### config.mk
export PLATFORM = sky130hd
export DESIGN_NAME = clahe_hist_rmw
export DESIGN_NICKNAME = d
export VERILOG_FILES = /design/src/rtl/clahe_hist_rmw.sv
export SDC_FILE = /design/constraint.sdc
export NUM_CORES = 1
export LEC_CHECK = 0
export CORE_MARGIN = 2
export CORE_UTILIZATION = 56
export CTS_CLUSTER_SIZE = 14
export DETAILED_ROUTE_END_ITERATION = 16
export GPL_TIMING_DRIVEN = 1
export MAX_ROUTING_LAYER = met4
export PLACE_DENSITY_LB_ADDON = 0.15
export SETUP_SLACK_MARGIN = 0.2
export SKIP_CTS_REPAIR_TIMING = 1
export SLEW_MARGIN = 20
export SYNTH_ARGS = -nofsm -noshare
export SYNTH_HDL_FRONTEND = slang
export SYNTH_SLANG_ARGS = --single-unit
### constraint.sdc
create_clock -name pclk -period 8.32 [get_ports pclk]
set_input_delay 2.08 -clock pclk [delete_from_list [all_inputs] [get_ports pclk]]
set_output_delay 2.08 -clock pclk [all_outputs]
set_load 0.02 [all_outputs]
### src/rtl/clahe_hist_rmw.sv
// Histogram read-modify-write stage for CLAHE: increments bin {tile, pixel} in an
// external READ_FIRST RAM, bypassing the previous write, and clears all bins per frame.
module clahe_hist_rmw #(
    parameter int TILE_W = 4,
    parameter int CNT_W  = 16,
    parameter int PCNT_W = 24
) (
    input  logic                pclk,
    input  logic                rst_n,
    input  logic                frame_start,
    input  logic                in_valid,
    input  logic [7:0]          in_pixel,
    input  logic [TILE_W-1:0]   in_tile,
    output logic                ram_re,
    output logic [TILE_W+7:0]   ram_raddr,
    input  logic [CNT_W-1:0]    ram_rdata,
    output logic                ram_we,
    output logic [TILE_W+7:0]   ram_waddr,
    output logic [CNT_W-1:0]    ram_wdata,
    output logic                clr_busy,
    output logic                sat_flag,
    output logic [PCNT_W-1:0]   pix_cnt
);

    localparam int AW = TILE_W + 8;

    typedef enum logic [1:0] {
        ST_INIT,
        ST_CLEAR,
        ST_ACCUM
    } state_t;

    state_t              r_state;
    state_t              w_state_nxt;
    logic [AW-1:0]       r_clr_addr;
    logic                r_v1;
    logic [AW-1:0]       r_a1;
    logic                r_v2;
    logic [AW-1:0]       r_a2;
    logic [CNT_W-1:0]    r_d2;
    logic                r_sat;
    logic [PCNT_W-1:0]   r_pix_cnt;

    logic                w_accept;
    logic [AW-1:0]       w_raddr;
    logic [CNT_W-1:0]    w_old;
    logic [CNT_W-1:0]    w_new;
    logic                w_sat_hit;

    always_comb begin
        w_raddr   = {in_tile, in_pixel};
        w_accept  = (r_state == ST_ACCUM) && in_valid && !frame_start;
        // The RAM returns pre-write data when the previous write lands on the read edge
        w_old     = (r_v2 && (r_a2 == r_a1)) ? r_d2 : ram_rdata;
        w_sat_hit = r_v1 && (w_old == '1);
        w_new     = (w_old == '1) ? w_old : w_old + CNT_W'(1);
    end

    always_comb begin
        w_state_nxt = r_state;
        case (r_state)
            ST_INIT:  w_state_nxt = ST_CLEAR;
            ST_CLEAR: if (r_clr_addr == '1) w_state_nxt = ST_ACCUM;
            ST_ACCUM: w_state_nxt = ST_ACCUM;
            default:  w_state_nxt = ST_INIT;
        endcase
        if (frame_start) w_state_nxt = ST_CLEAR;
    end

    always_comb begin
        ram_re    = 1'b0;
        ram_raddr = '0;
        ram_we    = 1'b0;
        ram_waddr = '0;
        ram_wdata = '0;
        case (r_state)
            ST_CLEAR: begin
                ram_we    = 1'b1;
                ram_waddr = r_clr_addr;
            end
            ST_ACCUM: begin
                ram_re    = w_accept;
                ram_raddr = w_raddr;
                ram_we    = r_v1;
                ram_waddr = r_a1;
                ram_wdata = w_new;
            end
            default: ;
        endcase
    end

    always_ff @(posedge pclk or negedge rst_n) begin
        if (!rst_n) begin
            r_state    <= ST_INIT;
            r_clr_addr <= '0;
            r_v1       <= 1'b0;
            r_a1       <= '0;
            r_v2       <= 1'b0;
            r_a2       <= '0;
            r_d2       <= '0;
            r_sat      <= 1'b0;
            r_pix_cnt  <= '0;
        end else begin
            r_state    <= w_state_nxt;
            r_clr_addr <= (r_state == ST_CLEAR && !frame_start) ? r_clr_addr + AW'(1) : '0;
            r_v1       <= w_accept;
            r_a1       <= w_raddr;
            // A write completing in the frame_start cycle must not feed the new frame
            r_v2       <= r_v1 && !frame_start;
            r_a2       <= r_a1;
            r_d2       <= w_new;
            if (frame_start)
                r_sat <= 1'b0;
            else if (w_sat_hit)
                r_sat <= 1'b1;
            if (frame_start)
                r_pix_cnt <= '0;
            else if (w_accept && (r_pix_cnt != '1))
                r_pix_cnt <= r_pix_cnt + PCNT_W'(1);
        end
    end

    assign clr_busy = (r_state != ST_ACCUM);
    assign sat_flag = r_sat;
    assign pix_cnt  = r_pix_cnt;

endmodule
======== Word level (Yosys, flattened, before mapping) ========
Index checks and enable logic that the tools add are counted.
word-level totals
  bits in registers ....................... 81
  input bits .............................. 32
  output and inout bits ................... 68
  logic and storage cells ................. 46
operators by class
  $add $sub $neg .......................... 3
  equality and inequality tests ........... 8
  muxes and demuxes ....................... 15
  reduce and logical (&&, ||, !) cells .... 11
operator list
  cell                                            count
  2-to-1 mux 16 bit                               3
  2-to-1 mux 24 bit                               2
  adder 24 x 1 -> 24 bit (second input constant)  1
  2-to-1 mux 12 bit                               2
  inequality test 24 bit (second input constant)  1
  case mux 12 bit (2 select lines)                1
  adder 16 x 1 -> 16 bit (second input constant)  1
  == test 16 bit (second input constant)          1
  adder 12 x 1 -> 12 bit (second input constant)  1
  == test 12 bit                                  1
  == test 12 bit (second input constant)          1
  logical AND 1 bit                               7
  case mux 2 bit (3 select lines)                 1
  2-to-1 mux 2 bit                                2
  nonzero test 2 bit                              2
  2-to-1 mux 1 bit                                3
  inequality test 3 bit (second input constant)   1
  == test 2 x 1 -> 1 bit (second input constant)  1
  == test 2 bit (second input constant)           1
  zero test 2 bit                                 1
  inequality test 2 bit (second input constant)   1
  case mux 1 bit (2 select lines)                 1
  zero test 1 bit                                 1

======== Longest topological paths before layout ========
Gate-level depths: netlist of the first run.
  word-level depth ........................ 7
  gate-level depth with buffers ........... 14
  mapped depth without buffers ............ 11

======== Least setup slack after synthesis of the first run ========
No wires, ideal clock.
  kind .................................... input-to-output
  start ................................... input port ram_rdata[1]
  end ..................................... output port ram_wdata[5]
  arrival time ............................ 3.956 ns
  data required time ...................... 6.240 ns
  path slack .............................. 2.284 ns
  stages .................................. 9
  path buffers ............................ 1
  cells stage by stage .................... nand2_1 nand2_1 ha_1 buf_2 nand3_1 nor4_2 o31a_1 nor3_1 a211oi_1
on the way
  cells in the longest elaborated chain, start to end .. 4
  elaborated cells between the ends (all ways) .. 5
  classes of those cells .................. add/sub (1); eq/ne (1); mux (3)
ends and longest elaborated chain
  item                                                      RTL line  text
  start: declaration                                        16        input logic [CNT_W-1:0] ram_rdata,
  2-to-1 mux 16 bit (*)                                     54        w_old = (r_v2 && (r_a2 == r_a1)) ? r_d2 : ram_rdata;
  adder 16 x 1 -> 16 bit or == test 16 bit (tied branches)  56        w_new = (w_old == '1) ? w_old : w_old + CNT_W'(1);
  2-to-1 mux 16 bit (*)                                     56
  2-to-1 mux 16 bit (*)                                     76        case (r_state)
  end: declaration                                          19        output logic [CNT_W-1:0] ram_wdata,
Every way passes the cells marked *; elsewhere a longest branch is shown, timed or not.

======== Worst setup path in the final report of the first run ========
  start ................................... input port ram_rdata[0]
  end ..................................... output port ram_wdata[5]
The elaborated chain is that of the path after synthesis.

==> impl_metrics.ini, run 1 <==
[worst_hold_path]
hp-start = r_a1[10]
hold_class = register to register

[clock_network]
cts_made_buffers = 9
worstSkewPairLatency_ns = 0.35
clockBufferDepth = 2
cts_tree = built
cts_sinks = 81
cts_root_buf = clkbuf_8
htree_levels = 3
path_clk_slew_ns = 0.07

[yosys]
yosysTopAreaCellShare = 0.4319
async_flop_share = 1.000
ys_seq_elements = 81
seq_area_frac_synth = 0.4319
synth-edff-count = 0
synth_area_per_cell_um2 = 9.424
syn-num-nets = 536
synth_cell_types = 52
synthFlopType = dfrtp_1
yosys-top-cells-area = dfrtp_1 (43%), xnor2_1 (5.0%), nand3_1 (3.2%), nor2_1 (3.0%), nand4_1 (2.9%)
yosys_warnings = 0
synthCells = 498
yosysTopAreaCell = dfrtp_1
netlist_area_um2 = 4693

[final_layout]
fin_nets = 625
area_growth_pct = 26.23
drive_gt1_frac = 0.06430
finish.utilization = 0.7247
layout_common_cells = clkdlybuf4s50_1 (98), dfrtp_1 (81), nor2_1 (38)
final_common_cell = clkdlybuf4s50_1
layoutNonFillerInstCount = 696
num_antenna_cells = 0

[sta]
fmax_mhz = 136.7
rsz0062_at_grt = no
fin_skew_ns = 0.01239
final-setup-viol-count = 0
post-route-period-util = 0.8794
tightest_slew_ns = 1.091
slew_headroom = 0.2667
period_minus_slack_ns = 7.316
fin_ws_ns = 1.004
fin_setup_tns_ns = 0
finalHoldViolCount = 0
maxSlewViolCount = 0
hold_slack_ns = 0.4467

[worst_setup_path]
max_stage_delay_ns = 0.65
crit_slowest_cell = clkdlybuf4s50_1
path_cells = clkdlybuf4s50_1 -> nand2_1 -> nand2_1 -> ha_1 -> nand3_1 -> nor4_2 -> o31a_1 -> nor3_1 -> a211oi_1 -> clkdlybuf4s50_1
critical_path_class = primary input to primary output
cp-start-kind = primary input
r2r_slack_ns = 4.98
crit_fanout = 10
cp_data_arrival_time_ns = 5.24
worstPathRequired_ns = 6.24
critPathLaunch = ram_rdata[0]
crit-reg2reg-launch = r_a1[7]
cp-end-kind = primary output

[job]
cap_violations = 0

[global_route]
grt_pass1_wl_um = 19670
grt_start_max_net_pins = 82
grt_use_total = 0.2864
antenna_found_initial = 0
grt_remaining_overflow = 0
first_global_vias = 4086

[placement]
hpwlAfterDp_um = 8803
place_congestion = 0.8855
dp.cells = 681
portBuffers = 99
dpl_worst_slack_ns = 1.043

[floorplanning]
floorplan.initialDensity = 0.5741
core-area_um2 = 8175
die-area_um2 = 9129
ioPinCount = 100
die_y_um = 95.55
die_width_um = 95.55
num_rows = 33

[routing]
drt-pass1-iter-count = 4
dr.first_iter.drc_count = 282
num_vias = 4236
wirelength_um = 12400
drc = 0
routed_via_density = 6.086
final_antenna_net_count = 0
wire_per_inst_um = 17.81

[power]
power.density_nw_per_um2 = 176.9
ir_drop_mv = 0.1265
p_leak_uw = 0.002272

[status]
outcome = completed
cell usage after synthesis, types with 3 or more instances:
library cell	n
dfrtp_1	81
nor2_1	38
nand3_1	30
nand2_1	29
xnor2_1	27
a21oi_1	22
nand4_1	22
nor2b_1	17
and2_1	16
nor3_1	15
nor4_1	15
inv_1	14
xor2_1	14
clkbuf_1	13
a22oi_1	12
o211ai_1	12
and3_1	11
o21ai_0	10
and4_1	8
a211oi_1	7
o31ai_1	7
buf_2	6
ha_1	6
mux2i_1	6
or3_1	5
or4_1	5
buf_6	4
o2111ai_1	4
o31a_1	4
mux2_2	3
nand3b_1	3
nand4_2	3
cell families (layout without fill, tap and decap cells):
logic type,Yosys count,after routing,share of synthesized area
fa+ha+maj,6,6,0.01600
compound gates,92,92,0.1360
mux,11,11,0.02639
xor+xnor,41,41,0.07651
buf+inv,39,132,0.03945
flops,81,81,0.4319
simple gates,228,228,0.2738
metal layers:
layer  vias to the layer above  track usage  wire (um)
li1                       2026            -          -
met1                      2034       0.3895       5674
met2                       160       0.4458       5886
met3                        16      0.04664        671
met4                         0      0.08333        163
met5                         -            -          0
path summary, 6_finish.rpt:
path | to | cells past startpoint
min in group asynchronous | r_a1[7] | 1
max in group asynchronous | r_d2[3] | 1
hold / removal | r_a2[10] | 0
setup reg to reg | r_d2[5] | 12
setup / recovery | ram_wdata[5] | 10
hold reg to reg | r_a2[10] | 0
registers in the layout (all words and copies together), names as in the netlist:
register    flops
r_v1            1
r_state         2
pix_cnt        24
r_v2            1
r_a1           12
sat_flag        1
r_clr_addr     12
r_d2           16
r_a2           12
stage by stage:
step	power [uW]	cell area [um2]
3_3_place_gp	739.1	5713
5_1_grt	1098	5924
6_report	1048	5924
3_5_place_dp	744.2	5713
4_1_cts	1054	5921
2_1_floorplan	612.6	4693
critical path: cells and delay by family:
| family | cells | cell delay [ns] |
|---|---|---|
| adder cells (fa/ha/maj) | 1 | 0.33 |
| AO/OA/AOI/OAI | 2 | 0.43 |
| buffers and inverters | 2 | 1.21 |
| AND/OR/NAND/NOR | 5 | 1.18 |
final cells by class:
type	instances	area [um2]
Sequential cell	81	2027
Timing Repair Buffer	102	1015
Multi-Input combinational cell	378	2487
Clock inverter	4	76.32
Fill cell	637	2251
Inverter	15	56.30
Tap cell	105	131.4
Clock buffer	11	131.4
where the power goes:
| part | total (uW) | switching [uW] | internal [uW] |
|---|---|---|---|
| clock | 310 | 141 | 169 |
| sequential | 432 | 19.7 | 412 |
| combinational | 306 | 172 | 134 |
| total | 1050 | 332 | 716 |
No activity file was read; power rests on OpenSTA's default activity.
==> run 2: changes to the inputs <==
CORE_UTILIZATION = 52   (was 56)
clock period = 7.7 ns   (was 8.32 ns; I/O delays follow)
==> impl_metrics.ini, run 2 (synthesis gave the netlist of run 1 again) <==
[sta]
fmax_mhz = 143.1
post-route-period-util = 0.9077
fin_skew_ns = 0.008491
hold_slack_ns = 0.4459
fin_setup_tns_ns = 0
maxSlewViolCount = 0
tightest_slew_ns = 1.049
finalHoldViolCount = 0
slew_headroom = 0.2951
rsz0062_at_grt = no
fin_ws_ns = 0.7106
final-setup-viol-count = 0
period_minus_slack_ns = 6.989

[clock_network]
cts_root_buf = clkbuf_8
cts_sinks = 81
cts_tree = built
path_clk_slew_ns = 0.08
worstSkewPairLatency_ns = 0.35
htree_levels = 3
clockBufferDepth = 2
cts_made_buffers = 9

[placement]
dpl_worst_slack_ns = 0.7460
place_congestion = 0.9129
place_area_um2 = 5709
hpwlAfterDp_um = 8998
portBuffers = 99
dp.cells = 683

[floorplanning]
num_rows = 34
floorplan.initialDensity = 0.5382
ioPinCount = 100
die_y_um = 99
die-area_um2 = 9801
die_width_um = 99
core-area_um2 = 8721

[final_layout]
n_fill_cell = 720
layout_common_cells = clkdlybuf4s50_1 (98), dfrtp_1 (81), nor2_1 (38)
largest_reg_flops = 24
drive_gt1_frac = 0.06441
final_common_cell = clkdlybuf4s50_1
final_area_um2 = 5883
area_growth_pct = 25.35
layoutNonFillerInstCount = 698
num_antenna_cells = 0
fin_nets = 624

[worst_setup_path]
cp-start-kind = primary input
crit_fanout = 10
path_cells = clkdlybuf4s50_1 -> nand2_1 -> nand2_1 -> ha_1 -> nand3_1 -> nor4_2 -> o31a_1 -> nor3_1 -> a211oi_1 -> clkdlybuf4s50_1
cp_data_arrival_time_ns = 5.06
max_stage_delay_ns = 0.66
crit_slowest_cell = nor4_2
critical_path_class = primary input to primary output
worstPathRequired_ns = 5.78
cp-end-kind = primary output

[routing]
wire_per_inst_um = 17.78
final_antenna_net_count = 0
dr.first_iter.drc_count = 203
num_vias = 4223
drt-pass1-iter-count = 4
routed_via_density = 6.050
wirelength_um = 12410
drc = 0

[power]
switching_share = 0.3354
ir_drop_mv = 0.1311
seqPwrFrac = 0.434
intPower_uw = 715.3
p_clk_frac = 0.259
switchingPower_uw = 361.0
pwr-share-comb = 0.307
power.density_nw_per_um2 = 182.9
p_leak_uw = 0.002249

[global_route]
first_global_vias = 4149
grt_remaining_overflow = 0
grt_use_total = 0.2737
grt_start_max_net_pins = 82
antenna_found_initial = 0
grt_pass1_wl_um = 20940

[job]
cap_violations = 0

[status]
outcome = completed

[worst_hold_path]
hold_class = register to register
## run 2: cell types whose count changed in the layout (fill, tap and decap cells not counted), sizes merged
cell | previous run | this run
clkinvlp | 1 | 2
buf | 4 | 3
bufinv | 2 | 0
clkinv | 1 | 2
## run 2: metal layers
layer / up-vias / wire (um) / share of wire / global-route usage
met4: 0 / 172 / 0.014 / 0.06639
li1: 2017 / - / - / -
met3: 16 / 591 / 0.048 / 0.05319
met2: 141 / 5928 / 0.48 / 0.4184
met1: 2049 / 5718 / 0.46 / 0.3797
met5: - / 0 / 0 / -
## run 2: worst max-delay path, delay by kind of cell
family | cells | cell delay (ns)
buffers and inverters | 2 | 1.21
and+or+nand+nor | 5 | 1.17
AOI/OAI and AO/OA | 2 | 0.44
adders and majority gates | 1 | 0.33
## run 2: layout make-up
type | instances | area (um2) | share of cell area
clock buffer | 11 | 141.4 | 0.02403
clock inverter | 4 | 28.78 | 0.004892
inverter | 15 | 56.30 | 0.009570
multi-input combinational | 378 | 2487 | 0.4228
sequential | 81 | 2027 | 0.3445
tap | 108 | 135.1 | 0.02297
timing repair buffer | 101 | 1007 | 0.1712
## run 2: power by group through the flow
stage | clock network [uW] | registers [uW] | logic [uW]
floorplan | 0 | 469 | 193
global placement | 0 | 473 | 324
detailed placement | 0 | 474 | 330
CTS | 287 | 466 | 332
global route | 308 | 470 | 359
finish | 279 | 467 | 330
## run 2: worst paths after layout
path / startpoint / end / slack (ns) / depth (start not counted)
worst max-delay path: ram_rdata[0] / ram_wdata[5] / 0.71 / 10
worst min-delay path: r_a1[1] / r_a2[1] / 0.45 / 0
worst max register to register: r_a1[7] / r_d2[5] / 4.34 / 12
worst min register to register: r_a1[1] / r_a2[1] / 0.45 / 0
max in group asynchronous: rst_n / r_clr_addr[2] / 5.61 / 1
min in group asynchronous: rst_n / r_a1[7] / 1.61 / 1
## run 2: per-stage QoR
step / utilization / power [uW]
finish: 0.6746 / 1076
global route: 0.6746 / 1136
CTS: 0.6742 / 1085
detailed placement: 0.6547 / 804.6
global placement: 0.6547 / 797.7
floorplan: - / 661.9
==> run 3: changes to the inputs <==
CELL_PAD_IN_SITES_DETAIL_PLACEMENT = 1   (was not set)
CELL_PAD_IN_SITES_GLOBAL_PLACEMENT = 1   (was not set)
CORE_MARGIN = 4   (was 2)
CORE_UTILIZATION = 42   (was 52)
clock period = 8.3 ns   (was 7.7 ns; I/O delays follow)
==> impl_metrics.ini, run 3 (synthesis gave the netlist of run 1 again) <==
[global_route]
first_global_vias = 4476
grt_use_total = 0.2379
antenna_found_initial = 0
globalRouteMet2Util = 0.3816
grt-busiest-layer = met2
grtUsageMet3 = 0.02546
grt_remaining_overflow = 0
grt_use_met1 = 0.3219
grt_pass1_wl_um = 23870
grt_start_max_net_pins = 82

[clock_network]
worstSkewPairLatency_ns = 0.36
path_clk_slew_ns = 0.09
cts_tree = built
cts_sinks = 81
cts_root_buf = clkbuf_8
htree_levels = 3
clockBufferDepth = 2
cts_made_buffers = 9

[worst_setup_path]
cp-start-kind = primary input
cp_top_family = buffers and inverters
cp-end-kind = primary output
crit_slowest_cell = nor4_2
max_stage_delay_ns = 0.66
worstPathRequired_ns = 6.23
crit_fanout = 10
path_cells = clkdlybuf4s50_1 -> nand2_1 -> nand2_1 -> ha_1 -> nand3_1 -> nor4_2 -> xnor2_1 -> nor2_1 -> a211oi_1 -> clkdlybuf4s50_1
critical_path_buf_inv_count = 2
cp_data_arrival_time_ns = 5.30
critical_path_class = primary input to primary output

[sta]
period_minus_slack_ns = 7.379
fin_setup_tns_ns = 0
fin_ws_ns = 0.9214
fin_skew_ns = 0.01570
fmax_mhz = 135.5
post-route-period-util = 0.8890
finalHoldViolCount = 0
final-setup-viol-count = 0
maxSlewViolCount = 0
rsz0062_at_grt = no
slew_headroom = 0.3429
hold_slack_ns = 0.4552
tightest_slew_ns = 0.9856

[final_layout]
largest_reg_flops = 24
layout_common_cells = clkdlybuf4s50_1 (98), dfrtp_1 (81), nor2_1 (38)
final_area_um2 = 5948
layoutNonFillerInstCount = 731
drive_gt1_frac = 0.06768
fin_nets = 624
final_common_cell = clkdlybuf4s50_1
n_fill_cell = 1298
area_growth_pct = 26.74
num_antenna_cells = 0

[floorplanning]
core-area_um2 = 10890
floorplan.initialDensity = 0.4311
die_width_um = 113.7
num_rows = 38
die-area_um2 = 12930
ioPinCount = 100
die_y_um = 113.7

[power]
p_leak_uw = 0.002282
power.density_nw_per_um2 = 172.3
ir_drop_mv = 0.08435

[placement]
place_congestion = 0.8628
portBuffers = 99
place_area_um2 = 5749
dp.cells = 715
dpl_worst_slack_ns = 0.9592
hpwlAfterDp_um = 10730

[worst_hold_path]
hold_class = register to register

[routing]
num_vias = 4324
drt-pass1-iter-count = 4
routed_via_density = 5.915
dr.first_iter.drc_count = 228
drc = 0
wirelength_um = 14490
final_antenna_net_count = 0
wire_per_inst_um = 19.83

[job]
cap_violations = 0

[status]
outcome = completed
run 3: changes by cell type in the layout (fill, tap and decap cells not counted), sizes merged:
| cell | previous run | this run |
|---|---|---|
| clkinv | 2 | 3 |
| clkinvlp | 2 | 0 |
| inv | 15 | 18 |
| clkbuf | 11 | 10 |
run 3: final timing paths:
check	start	to	slack, ns	cells past startpoint
min	r_a1[10]	r_a2[10]	0.46	0
min in group asynchronous	rst_n	r_clr_addr[3]	1.75	1
max	ram_rdata[1]	ram_wdata[0]	0.92	10
max in group asynchronous	rst_n	pix_cnt[12]	6.04	1
min reg2reg	r_a1[10]	r_a2[10]	0.46	0
max reg2reg	r_a1[9]	r_d2[5]	4.82	12
run 3: cell type report:
type	instances	area (um2)	area share
Tap cell	140	175.2	0.02945
Inverter	15	56.30	0.009466
Clock buffer	10	137.6	0.02314
Clock inverter	6	48.80	0.008204
Timing Repair Buffer	101	1007	0.1693
Sequential cell	81	2027	0.3408
Multi-Input combinational cell	378	2496	0.4196
run 3: metrics by stage:
stage                       util  total power, uW
after global routing      0.5463             1079
after CTS                 0.5452             1040
after detailed placement  0.5280            756.0
final                     0.5463             1025
after global placement    0.5280            745.0
after floorplan                -            614.0
run 3: layer usage:
layer  vias up  wire length [um]
met5         -                 0
met4         0               264
met3        21               513
met2       114              7172
met1      2176              6544
li1       2013                 -
run 3: report_power, final:
group	internal (uW)	total [uW]	switching, uW
clock	121	279	157
combinational	135	313	179
sequential	413	433	19.9
total	669	1020	356
